===== src/rtl/pwm_pkg.sv =====
// Shared definitions for the PWM generator/decoder pair.
package pwm_pkg;

    localparam int W_DEFAULT = 6;

    typedef enum logic {
        SEARCH = 1'b0,
        LOCKED = 1'b1
    } dec_state_t;

    typedef logic [W_DEFAULT-1:0] duty_t;

endpackage


===== src/rtl/pulse_sync_edge.sv =====
// Two-flop synchronizer for the asynchronous PWM input, plus a delay flop for rising-edge detect.
module pulse_sync_edge (
    input  logic sysclk,
    input  logic rst_n,
    input  logic pulse_async,
    output logic p_s,
    output logic rise
);

    logic s1;
    logic p_d;

    always_ff @(posedge sysclk or negedge rst_n) begin
        if (!rst_n) begin
            s1  <= 1'b0;
            p_s <= 1'b0;
            p_d <= 1'b0;
        end else begin
            s1  <= pulse_async;
            p_s <= s1;
            p_d <= p_s;
        end
    end

    assign rise = p_s & ~p_d;

endmodule


===== src/rtl/pwm_duty_decoder.sv =====
// Recovers per-frame duty codes from a fixed-length PWM stream, locking frame timing on rising edges.
// state  | meaning
// SEARCH | no frame timing; waiting for a rising edge
// LOCKED | counting high samples, one word per 2^W-cycle frame
module pwm_duty_decoder
    import pwm_pkg::*;
#(
    parameter int W           = W_DEFAULT,
    parameter int IDLE_FRAMES = 8
) (
    input  logic         sysclk,
    input  logic         rst_n,
    input  logic         Enable,
    input  logic         Pulse_In,
    output logic [W-1:0] Duty_Out,
    output logic         Duty_Valid,
    output logic         Locked,
    output logic [W-1:0] Frame_Index,
    output logic         Align_Err
);

    localparam logic [W-1:0] POS_LAST = '1;
    localparam logic [7:0]   IDLE_LIM = 8'(IDLE_FRAMES);

    logic p_s;
    logic rise;

    pulse_sync_edge u_sync (
        .sysclk      (sysclk),
        .rst_n       (rst_n),
        .pulse_async (Pulse_In),
        .p_s         (p_s),
        .rise        (rise)
    );

    dec_state_t   state, state_nxt;
    logic [W-1:0] pos, pos_nxt;
    logic [W:0]   hi_cnt, hi_nxt;
    logic [W:0]   total;
    logic [7:0]   idle_cnt, idle_nxt, idle_inc;
    logic         first_done, first_nxt;
    logic [W-1:0] duty_nxt;
    logic [W-1:0] index_nxt;
    logic         valid_nxt;
    logic         locked_nxt;
    logic         align_nxt;

    always_ff @(posedge sysclk or negedge rst_n) begin
        if (!rst_n) begin
            state       <= SEARCH;
            pos         <= '0;
            hi_cnt      <= '0;
            idle_cnt    <= '0;
            first_done  <= 1'b0;
            Duty_Out    <= '0;
            Duty_Valid  <= 1'b0;
            Locked      <= 1'b0;
            Frame_Index <= '0;
            Align_Err   <= 1'b0;
        end else begin
            state       <= state_nxt;
            pos         <= pos_nxt;
            hi_cnt      <= hi_nxt;
            idle_cnt    <= idle_nxt;
            first_done  <= first_nxt;
            Duty_Out    <= duty_nxt;
            Duty_Valid  <= valid_nxt;
            Locked      <= locked_nxt;
            Frame_Index <= index_nxt;
            Align_Err   <= align_nxt;
        end
    end

    always_comb begin
        state_nxt  = state;
        pos_nxt    = pos;
        hi_nxt     = hi_cnt;
        idle_nxt   = idle_cnt;
        first_nxt  = first_done;
        duty_nxt   = Duty_Out;
        valid_nxt  = 1'b0;
        locked_nxt = Locked;
        index_nxt  = Frame_Index;
        align_nxt  = 1'b0;
        total      = hi_cnt + {{W{1'b0}}, p_s};
        idle_inc   = idle_cnt + 8'd1;

        if (!Enable) begin
            state_nxt  = SEARCH;
            pos_nxt    = '0;
            hi_nxt     = '0;
            idle_nxt   = '0;
            first_nxt  = 1'b0;
            duty_nxt   = '0;
            locked_nxt = 1'b0;
            index_nxt  = '0;
        end else begin
            case (state)
                SEARCH: begin
                    if (rise) begin
                        state_nxt  = LOCKED;
                        locked_nxt = 1'b1;
                        pos_nxt    = W'(1);
                        hi_nxt     = (W+1)'(1);
                        idle_nxt   = '0;
                        first_nxt  = 1'b0;
                        index_nxt  = '0;
                    end
                end
                LOCKED: begin
                    // A rise anywhere but frame start abandons the partial frame and relocks on it.
                    if (rise && (pos != '0)) begin
                        align_nxt  = 1'b1;
                        pos_nxt    = W'(1);
                        hi_nxt     = (W+1)'(1);
                        idle_nxt   = '0;
                        first_nxt  = 1'b0;
                        index_nxt  = '0;
                    end else begin
                        pos_nxt = pos + W'(1);
                        hi_nxt  = (pos == '0) ? {{W{1'b0}}, p_s} : total;
                        if (pos == POS_LAST) begin
                            duty_nxt  = total[W] ? '1 : total[W-1:0];
                            valid_nxt = 1'b1;
                            first_nxt = 1'b1;
                            if (first_done) begin
                                index_nxt = Frame_Index + W'(1);
                            end
                            if (total == '0) begin
                                idle_nxt = idle_inc;
                                if (idle_inc >= IDLE_LIM) begin
                                    state_nxt  = SEARCH;
                                    locked_nxt = 1'b0;
                                end
                            end else begin
                                idle_nxt = '0;
                            end
                        end
                    end
                end
                default: state_nxt = SEARCH;
            endcase
        end
    end

endmodule

===== config.mk =====
export PLATFORM = sky130hd
export DESIGN_NAME = pwm_duty_decoder
export DESIGN_NICKNAME = d
export VERILOG_FILES = /design/src/rtl/pwm_pkg.sv /design/src/rtl/pulse_sync_edge.sv /design/src/rtl/pwm_duty_decoder.sv
export SDC_FILE = /design/constraint.sdc
export NUM_CORES = 1
export LEC_CHECK = 0
export ABC_AREA = 1
export BUFFER_PORTS_ARGS = -buffer_cell sky130_fd_sc_hd__buf_2
export CAP_MARGIN = 20
export CORE_MARGIN = 2
export CORE_UTILIZATION = 30
export CTS_CLUSTER_DIAMETER = 80
export DETAILED_ROUTE_END_ITERATION = 10
export PLACE_DENSITY = 0.49
export SYNTH_ARGS = -nofsm -noshare
export SYNTH_HDL_FRONTEND = slang
export SYNTH_SLANG_ARGS = --single-unit

===== constraint.sdc =====
create_clock -name sysclk -period 2.4 [get_ports sysclk]
set_clock_uncertainty 0.2 [all_clocks]
set_input_delay 0.48 -clock sysclk [delete_from_list [all_inputs] [get_ports sysclk]]
set_output_delay 0.48 -clock sysclk [all_outputs]
set_load 0.01 [all_outputs]

; ---- Yosys cells after proc, flatten, opt, wreduce, memory -nomap -nowiden
; Index checks and enable logic that the tools add are counted.
[word_totals]
regBits = 41
inputBits = 4
out_inout_bits = 15
word_cells = 92
[classes]
n_addsub = 4
order_cmp = 1
eq_ne = 11
n_mux = 52
bitwise = 3
reduce_logical = 8
[ops]
columns = op, n
row1 = $mux W6, 13
row2 = $mux W8, 5
row3 = $mux W7, 4
row4 = $pmux W6 S2, 2
row5 = $mux W1, 23
row6 = $pmux W8 S2, 1
row7 = $pmux W7 S2, 1
row8 = $add A6 B1 Y6 const B, 2
row9 = $ne A3 B2 Y1 const B, 3
row10 = $add A8 B1 Y8 const B, 1
row11 = $ge A8 B4 Y1 const B, 1
row12 = $ne A4 B2 Y1 const B, 2
row13 = $add A7 B1 Y7, 1
row14 = $logic_not A7 Y1, 1
row15 = $eq A6 B6 Y1 const B, 1
row16 = $logic_not A6 Y1, 1
row17 = $ne A3 B3 Y1 const B, 2
row18 = $pmux W1 S2, 3
row19 = $reduce_and A3 Y1, 2
row20 = $reduce_bool A6 Y1, 1
row21 = $reduce_and A5 Y1, 1
row22 = $ne A2 B1 Y1 const B, 2
row23 = $ne A2 B2 Y1 const B, 1
row24 = $not A1 Y1, 2
row25 = other kinds (3), 3

; ---- Logic depth before layout (Yosys ltp)
; Gate-level depths: netlist of run 1.
[logic_depth]
word_depth = 8
ltp_mapped = 12
depth_no_buf = 12

; ---- Hierarchy
; From an unflattened synthesis of run 1, not the netlist that was laid out.
[hier_totals]
cells_unflattened = 267
area_unflattened_um2 = 2258.4
[modules_own_cells]
columns = mod, instances, cells_per_inst, area_each_um2, seq_area_each_um2
row1 = pwm_duty_decoder, 1, 262, 2173.3, 950.9
row2 = pulse_sync_edge, 1, 5, 85.1, 75.1

; ---- Worst setup path after synthesis of run 1
; OpenSTA, ideal clock, no wires.
[synth_timing]
path_kind = reg2reg
startpoint = reg u_sync.p_s
endpoint = reg state
setup_time_ps = 113
t_arrival_ps = 1611
required_ps = 2087
path_slack_ps = 476
stages_incl_launch_ff = 11
n_path_buf = 0
synth_period_minus_slack_ps = 1924
cell_sequence = dfrtp_1 > ha_1 > ha_1 > nand3_2 > nor3_1 > nor2_2 > nand2_2 > nor2_8 > nand3_1 > nand2_1 > inv_1
[synth_between]
elab_chain_len = 7
word_cells_on_any_way = 10
cone_classes = 1 x add/sub / 6 x mux / 1 x bitwise / 2 x reduce/logical
[synth_lines]
columns = element, line
row1 = start: declaration, pulse_sync_edge.sv:6  ; output logic p_s,
row2 = start signal: assignment, pulse_sync_edge.sv:16  ; p_s <= 1'b0;
row3 = start signal: assignment, pulse_sync_edge.sv:20  ; p_s <= s1;
row4 = $add A7 B1 Y7, pwm_duty_decoder.sv:85  ; total = hi_cnt + {{W{1'b0}}, p_s};
row5 = $logic_not A7 Y1, pwm_duty_decoder.sv:129  ; if (total == '0) begin
row6 = $mux W1, pwm_duty_decoder.sv:129
row7 = $mux W1, pwm_duty_decoder.sv:122  ; if (pos == POS_LAST) begin
row8 = $mux W1, pwm_duty_decoder.sv:112  ; if (rise && (pos != '0)) begin
row9 = $pmux W1 S2 *, pwm_duty_decoder.sv:98  ; case (state)
row10 = $mux W1 *, pwm_duty_decoder.sv:88  ; if (!Enable) begin
row11 = via state_nxt, pwm_duty_decoder.sv:36  ; dec_state_t state, state_nxt;
row12 = end signal: assignment, pwm_duty_decoder.sv:61  ; state <= state_nxt;
row13 = end: declaration, pwm_duty_decoder.sv:36
; Mark *: on every way through the listed nets, which the timed path passes. The rest lies on a longest branch.
; A chain may end at the register's enable or synchronous reset.

; ---- Worst setup path after layout of run 1
[layout_timing]
startpoint = reg u_sync.p_s
endpoint = reg Locked
[layout_between]
elab_chain_len = 4
word_cells_on_any_way = 8
cone_classes = 1 x add/sub / 3 x eq/ne / 1 x bitwise / 3 x reduce/logical
[layout_lines]
columns = element, line
row1 = $add A7 B1 Y7 / $and A1 B1 Y1 (equally long branches), "pwm_duty_decoder.sv:85, pulse_sync_edge.sv:25"
row2 = $logic_not A7 Y1 / $logic_and A1 B1 Y1 (equally long branches), "pwm_duty_decoder.sv:129, pwm_duty_decoder.sv:112"
row3 = $ne A3 B2 Y1 (no line) / $ne A3 B3 Y1 (equally long branches), n/a
row4 = $reduce_and A5 Y1 (no line) *, n/a
row5 = end signal: assignment, pwm_duty_decoder.sv:68  ; Locked <= locked_nxt;
row6 = end: declaration, pwm_duty_decoder.sv:17  ; output logic Locked,
; Mark *: on every way between the ends. The rest lies on a longest branch, timed or not.

==> results of run 1 <==
[sequential cells by signal, summed over array words and instances (netlist names)]
name,count
idle_cnt,8
first_done,1
Align_Err,1
u_sync.p_s,1
hi_cnt,7
pos,6
state,1
u_sync.p_d,1
u_sync.s1,1
Locked,1
Duty_Out,6
Frame_Index,6
Duty_Valid,1
[cell families (layout without fill, tap and decap cells)]
group	count (synthesis)	count (layout)
AO/OA/AOI/OAI	35	35
XOR/XNOR	5	5
adder cells (fa/ha/maj)	6	6
buffers and inverters	40	64
flip-flops	41	41
AND/OR/NAND/NOR	142	142
[worst reg2reg max path, cell delays in order (launching register included)]
cell                      delay [ps]
sky130_fd_sc_hd__dfrtp_1         390
sky130_fd_sc_hd__ha_1            210
sky130_fd_sc_hd__ha_1            240
sky130_fd_sc_hd__nand3_2          90
sky130_fd_sc_hd__nor2_1          100
sky130_fd_sc_hd__nor2_1           50
sky130_fd_sc_hd__nor2_2          210
sky130_fd_sc_hd__nand2_2         140
sky130_fd_sc_hd__nor2_8          180
sky130_fd_sc_hd__nand3_2          80
sky130_fd_sc_hd__nand2_1          60
sky130_fd_sc_hd__nand2_1          50
[through the flow]
| step | util | area, µm² | hold slack, ps |
|---|---|---|---|
| after floorplan | - | 2170 | -15.6 |
| after global placement | 0.343 | 2370 | 151 |
| after detailed placement | 0.343 | 2370 | 153 |
| after CTS | 0.357 | 2460 | 85.5 |
| after global routing | 0.357 | 2460 | 79.7 |
| final | 0.357 | 2460 | 95.9 |
[power by group through the flow]
stage | Sequential (W) | Clock, W | Combinational, W
2_1_floorplan | 0.000719 | 0 | 0.0000733
4_1_cts | 0.000706 | 0.000462 | 0.000117
5_1_grt | 0.000708 | 0.000491 | 0.000130
3_3_place_gp | 0.000720 | 0 | 0.000115
3_5_place_dp | 0.000720 | 0 | 0.000115
6_report | 0.000706 | 0.000437 | 0.000113
[repair_timing]
| item | 4_1_cts | 5_1_grt |
|---|---|---|
| endpoints found under the hold margin | 19 | 0 |
| hold buffers | 1 | 0 |
| resized for setup | 0 | 0 |
[cells in the mapped netlist, types with 2 or more instances]
master,instances
sky130_fd_sc_hd__xor2_1,5
sky130_fd_sc_hd__dfrtp_1,41
sky130_fd_sc_hd__o22ai_1,6
sky130_fd_sc_hd__nand3_1,27
sky130_fd_sc_hd__nor3_1,2
sky130_fd_sc_hd__nand4_1,6
sky130_fd_sc_hd__nand2_1,55
sky130_fd_sc_hd__nand3_2,2
sky130_fd_sc_hd__nor2_4,3
sky130_fd_sc_hd__nand2_2,5
sky130_fd_sc_hd__o21ai_1,4
sky130_fd_sc_hd__inv_2,5
sky130_fd_sc_hd__inv_1,31
sky130_fd_sc_hd__ha_1,6
sky130_fd_sc_hd__a21oi_1,5
sky130_fd_sc_hd__o21ai_0,18
sky130_fd_sc_hd__nor2_2,3
sky130_fd_sc_hd__nand3b_1,2
sky130_fd_sc_hd__nor2_1,36
[layer usage]
metal / global-route usage / vias to the layer above / wire (µm)
met5: 0 / - / 0
met1: 0.175 / 769 / 2310
li1: - / 919 / -
met3: 0.0323 / 6 / 139
met4: 0.0407 / 0 / 71
met2: 0.185 / 22 / 1830
[path summary, 6_finish.rpt]
kind / startpoint / endpoint / slack, ps / depth (start not counted)
setup reg to reg: u_sync.p_s / Locked / 310 / 11
min in group asynchronous: rst_n / pos[2] / 480 / 2
max in group asynchronous: rst_n / u_sync.p_d / 1030 / 3
hold / removal: Pulse_In / u_sync.s1 / 100 / 1
setup / recovery: u_sync.p_s / Locked / 310 / 11
hold reg to reg: u_sync.s1 / u_sync.p_s / 180 / 0
[final cells by class]
cell class	count	area [µm²]	area share
inverters	36	135	0.0549
clock inverters	2	10.0	0.00407
well taps	96	120	0.0488
multi-input cells	188	978	0.397
clock buffers	6	72.6	0.0295
flip-flops and latches	41	1030	0.417
repair buffers	20	120	0.0488
==> results.toml, run 1 <==
[outcome]
outcome = "finished clean"

[die]
floorplan.initialDensity = 0.314
fp.dieH_um = 89.0
core_area_um2 = 6910
io-pin-count = 19
row_count = 30
floorplan.die_area_um2 = 7920
floorplan.die.width_um = 89.0

[yosys]
synth-compound-area-share = 0.0906
synth-seq-area-share = 0.473
yosys_register_bits = 41
synth_adder_area_share = 0.0346
synth-edff-count = 0
synth-simple-area-share = 0.306
synth_xor_area_frac = 0.0202
synth.avg_cell_area_um2 = 8.06
asyncSetResetFlopFracSynth = 1.00
ys.flop_type = "sky130_fd_sc_hd__dfrtp_1"
muxShareOfSynthArea = 0
dominant_combinational_cell_family_by_area_after_synthesis = "simple AND/OR/NAND/NOR gates"
synth_largest_type_area_fraction = 0.473
synth_cells = 269
syn-cell-area_um2 = 2170
ys.warnings.count = 0
synth_nets = 279
netlist-cell-type-count = 26
yosys-top-cells-area = "sky130_fd_sc_hd__dfrtp_1 47%, sky130_fd_sc_hd__nand2_1 9.5%, sky130_fd_sc_hd__nand3_1 6.2%"
largest_area_contributor_in_the_netlist = "sky130_fd_sc_hd__dfrtp_1"

[global_route]
first_pass_grt_wire_length_um = 7600
antenna_found_initial = 0
grt_max_degree = 23
gr-usage-all-layers = 0.124
first_global_vias = 1625
grt_overflow_total = 0

[final_layout]
final_common_cell = "sky130_fd_sc_hd__nand2_1"
fill_cells = 761
layout-drive-gt1-share = 0.157
antennaDiodeCount = 0
final_cell_count_no_fill = 389
highest_count_cells_in_the_layout_ignoring_fill_and_taps = "55 x sky130_fd_sc_hd__nand2_1, 41 x sky130_fd_sc_hd__dfrtp_1, 36 x sky130_fd_sc_hd__nor2_1"
area.growth.synth_to_final_pct = 13.6
number_of_nets_at_the_end_of_the_flow = 302

[placed_design]
post-place-cells = 380
hpwlAfterDp_um = 3210
globalplace.congestion = 0.759
dp_worst_setup_slack_ps = 311
buffer_ports.inserted = 18

[timing]
final_critical_path_setup_slack_ps = 307
finalCriticalPeriod_ps = 2090
maxSlewHeadroom = 0.674
finalMaxSlewViolations = 0
worst_slew_pin_slew_ps = 489
unrepaired_setup_endpoints_after_global_routing = "false"
sum_neg_setup_slack_ps = 0
setup_viol_count_final = 0
finalHoldViolations = 0
max_freq_mhz = 478
min_period_over_period = 0.872

[setup_path]
crit_path_cell_trace = "ha_1 > ha_1 > nand3_2 > nor2_1 > nor2_1 > nor2_2 > nand2_2 > nor2_8 > nand3_2 > nand2_1 > nand2_1"
worstSetupPathType = "flip-flop to flip-flop"
crit_fanout = 10
worst-path-buf-inv = 0
critical_path_arrival_ps = 2080
timing.critical_path.slowest_stage_cell = "sky130_fd_sc_hd__dfrtp_1"
critPathRequiredTime_ps = 2390
critPathMaxStageDelay_ps = 390
cp_top_family = "simple AND/OR/NAND/NOR gates"
worst_setup_path_end_kind = "flip-flop"
critical_path.startpoint_type = "flip-flop"

[power]
pwr_total_w = 0.00126
p_seq_frac = 0.562
power.share.clock = 0.348
ir_drop_worst_vdd_mv = 0.182
p_sw_w = 0.000323
static-leakage-power_nw = 1.18
power_density_nw_per_um2 = 511
power_frac_comb = 0.090
p_sw_frac = 0.257
cellInternalPower_w = 0.000934

[clocking]
clock_latency_ps = 290
cts.sink_count = 41
clockBufferDepth = 2
clock_tree_from_tritoncts = "done"
postCtsSetupRepairBufs = 0
cts_buffers = 5
ctsHtreeMaxLevel = 2
clk_transition_reported_paths_ps = 80
ctsRootBufferMaster = "sky130_fd_sc_hd__clkbuf_8"

[routing]
drt.antenna.violating_nets = 0
vias = 1716
drt_first_pass_iters = 4
routed_wire_length_per_instance_um = 11.2
first_iter_violations = 87
residual_drc = 0
wl_um = 4340
route.detailed.vias_per_inst = 4.41

[min_path]
hold_path_class = "primary input to flip-flop"

[run]
max_capacitance_violation_count = 0
No activity file was read; power rests on OpenSTA's default activity.
==> inputs of run 2 (changes only) <==
- SYNTH_HIERARCHICAL: not set -> 1
==> run 2 against run 1 <==
  * First-iteration DRC count fell by 21%
  * Register-to-register slack improved by 70 ps
  * Count of clock-buffer cells in the layout did not move
  * Power rose by 0.45%
  * Critical endpoint unchanged
  * Largest cell class is now multi-input gates
==> results.toml, run 2 <==
[final_layout]
number_of_nets_at_the_end_of_the_flow = 302
final_common_cell = "sky130_fd_sc_hd__nand2_1"
antennaDiodeCount = 0
highest_count_cells_in_the_layout_ignoring_fill_and_taps = "52 x sky130_fd_sc_hd__nand2_1, 41 x sky130_fd_sc_hd__dfrtp_1, 36 x sky130_fd_sc_hd__inv_1"
top_regs = "idle_cnt: 8 flops, hi_cnt: 7 flops"
layout-drive-gt1-share = 0.195
area.growth.synth_to_final_pct = 13.6
fill_cells = 799
final_cell_count_no_fill = 392
largest_register_ffs = 8
regMostFlops = "idle_cnt"

[die]
core_area_um2 = 7250
floorplan.die_area_um2 = 8240
io-pin-count = 19
floorplan.die.width_um = 90.8
row_count = 31
floorplan.initialDensity = 0.311
fp.dieH_um = 90.8

[yosys]
ys.flop_type = "sky130_fd_sc_hd__dfrtp_1"
post-synth-top-count-cell = "sky130_fd_sc_hd__nand2_1"
synth.avg_cell_area_um2 = 8.46
netlist-cell-type-count = 30
synth_cells = 267
yosys-top-cells-area = "sky130_fd_sc_hd__dfrtp_1 45%, sky130_fd_sc_hd__nand2_1 8.6%, sky130_fd_sc_hd__nand3_1 7.3%"
synth-edff-count = 0
ys.warnings.count = 6
yosys_register_bits = 41
synth.top_cells.by_count = "52 x sky130_fd_sc_hd__nand2_1, 41 x sky130_fd_sc_hd__dfrtp_1, 36 x sky130_fd_sc_hd__inv_1, 33 x sky130_fd_sc_hd__nand3_1, 21 x sky130_fd_sc_hd__nor2_1"
largest_area_contributor_in_the_netlist = "sky130_fd_sc_hd__dfrtp_1"
synth-seq-area-share = 0.454
asyncSetResetFlopFracSynth = 1.00
synth_nets = 277
syn-cell-area_um2 = 2260
synth_largest_type_area_fraction = 0.454

[global_route]
antenna_found_initial = 0
gr-usage-all-layers = 0.124
first_global_vias = 1706
first_pass_grt_wire_length_um = 8180
grt_overflow_total = 0
grt_max_degree = 22

[timing]
finalHoldViolations = 0
finalCriticalPeriod_ps = 2020
setup_viol_count_final = 0
max_freq_mhz = 495
min_period_over_period = 0.842
worst_slew_pin_slew_ps = 489
sum_neg_setup_slack_ps = 0
maxSlewHeadroom = 0.674
unrepaired_setup_endpoints_after_global_routing = "false"
final_critical_path_setup_slack_ps = 380
finalMaxSlewViolations = 0
final.hold.worst_slack_ps = 96.3

[clocking]
ctsRootBufferMaster = "sky130_fd_sc_hd__clkbuf_8"
clock_latency_ps = 290
postCtsSetupRepairBufs = 0
clock_tree_from_tritoncts = "done"
hold_buffers = 1
clockBufferDepth = 2
cts.sink_count = 41
ctsHtreeMaxLevel = 2
clk_transition_reported_paths_ps = 80
cts_buffers = 5
cts-resized-gates = 0

[routing]
wl_um = 4570
drt_first_pass_iters = 4
route.detailed.vias_per_inst = 4.48
drt.antenna.violating_nets = 0
first_iter_violations = 69
routed_wire_length_per_instance_um = 11.7
vias = 1755
residual_drc = 0

[setup_path]
worstReg2RegEnd = "Locked"
crit_fanout = 7
regToRegStartpoint = "u_sync/p_s"
worstSetupPathType = "flip-flop to flip-flop"
critPathMaxStageDelay_ps = 410
cp_top_family = "simple AND/OR/NAND/NOR gates"
regToRegSetupSlack_ps = 380
crit_path_cell_trace = "ha_1 > ha_1 > inv_1 > nand2_1 > nand2_1 > nand2_1 > nor2_1 > nand2_2 > nor2_8 > nand3_1 > nand2_1 > nand2_1"
timing.critical_path.slowest_stage_cell = "sky130_fd_sc_hd__dfrtp_1"
critical_path.startpoint_type = "flip-flop"
worst_setup_path_end_kind = "flip-flop"
critical_path_arrival_ps = 2010
critPathRequiredTime_ps = 2390
crit_path_frequent_cell = "sky130_fd_sc_hd__nand2_1"
ff2ff_path_depth = 12
worst-path-buf-inv = 1

[power]
pwr_total_w = 0.00126
ir_drop_worst_vdd_mv = 0.172
power_density_nw_per_um2 = 492
static-leakage-power_nw = 1.28

[placed_design]
buffer_ports.inserted = 18
dp_worst_setup_slack_ps = 387
post-place-cells = 383
hpwlAfterDp_um = 3440
globalplace.congestion = 0.807

[min_path]
hold_path_class = "primary input to flip-flop"
worstHoldStart = "Pulse_In"
worstHoldEndpoint = "u_sync/s1"
min_delay_path_depth = 1

[run]
max_capacitance_violation_count = 0

[outcome]
outcome = "finished clean"
run 2: changes by cell type in the layout (fill, tap and decap cells not counted), sizes merged, moves of 2 or more:
| cell | delta |
|---|---|
| nand3 | +6 |
| xor2 | -3 |
| nand2 | +3 |
| nor2 | -15 |
| o21ai | +6 |
| nand3b | -2 |
| inv | +2 |
| xnor2 | +2 |
| o211ai | +2 |
run 2: layout make-up:
| type | instances | area, µm² | area share |
|---|---|---|---|
| clock buffer | 6 | 72.6 | 0.0283 |
| clock inverter | 2 | 10.0 | 0.00390 |
| multi-input combinational | 185 | 1060 | 0.414 |
| tap | 99 | 124 | 0.0483 |
| inverter | 38 | 143 | 0.0556 |
| timing repair buffer | 21 | 128 | 0.0497 |
| sequential | 41 | 1030 | 0.400 |
run 2: stage by stage:
stage / util / area [µm²]
6_report: 0.354 / 2570
5_1_grt: 0.354 / 2570
4_1_cts: 0.354 / 2570
3_5_place_dp: 0.341 / 2470
3_3_place_gp: 0.341 / 2470
2_1_floorplan: - / 2260
run 2: worst max-delay path by stage:
stage	cells after the start	start	to
global placement	12	u_sync/p_s	Locked
detailed placement	12	u_sync/p_s	Locked
global route	12	u_sync/p_s	state
CTS	12	u_sync/p_s	Locked
finish	12	u_sync/p_s	Locked
floorplan	12	u_sync/p_s	Locked
run 2: power by group:
| part | switching [W] | internal, W |
|---|---|---|
| registers | 0.00000664 | 0.000699 |
| clock network | 0.000236 | 0.000202 |
| logic | 0.0000849 | 0.0000344 |
| total | 0.000327 | 0.000935 |
run 2: per-layer routing:
metal	wire length (µm)	global-route usage	part of all wire	vias to the layer above
li1	-	-	-	923
met1	2300	0.172	0.50	802
met2	2050	0.187	0.45	24
met3	156	0.0334	0.034	6
met4	73	0.0423	0.016	0
met5	0	0	0	-
run 2: cells by family (layout without fill, tap and decap cells):
family | after synthesis | in the layout | synth area share
simple gates | 133 | 133 | 0.311
compound gates | 42 | 42 | 0.111
flops | 41 | 41 | 0.454
buf+inv | 41 | 67 | 0.0748
fa+ha+maj | 6 | 6 | 0.0332
xor+xnor | 4 | 4 | 0.0155
run 2: worst register-to-register path: stages (launching register included):
cell and delay (ps):
sky130_fd_sc_hd__dfrtp_1 410, sky130_fd_sc_hd__ha_1 240, sky130_fd_sc_hd__ha_1 240, sky130_fd_sc_hd__inv_1 70
sky130_fd_sc_hd__nand2_1 50, sky130_fd_sc_hd__nand2_1 90, sky130_fd_sc_hd__nand2_1 60, sky130_fd_sc_hd__nor2_1 140
sky130_fd_sc_hd__nand2_2 100, sky130_fd_sc_hd__nor2_8 140, sky130_fd_sc_hd__nand3_1 90, sky130_fd_sc_hd__nand2_1 60
sky130_fd_sc_hd__nand2_1 40
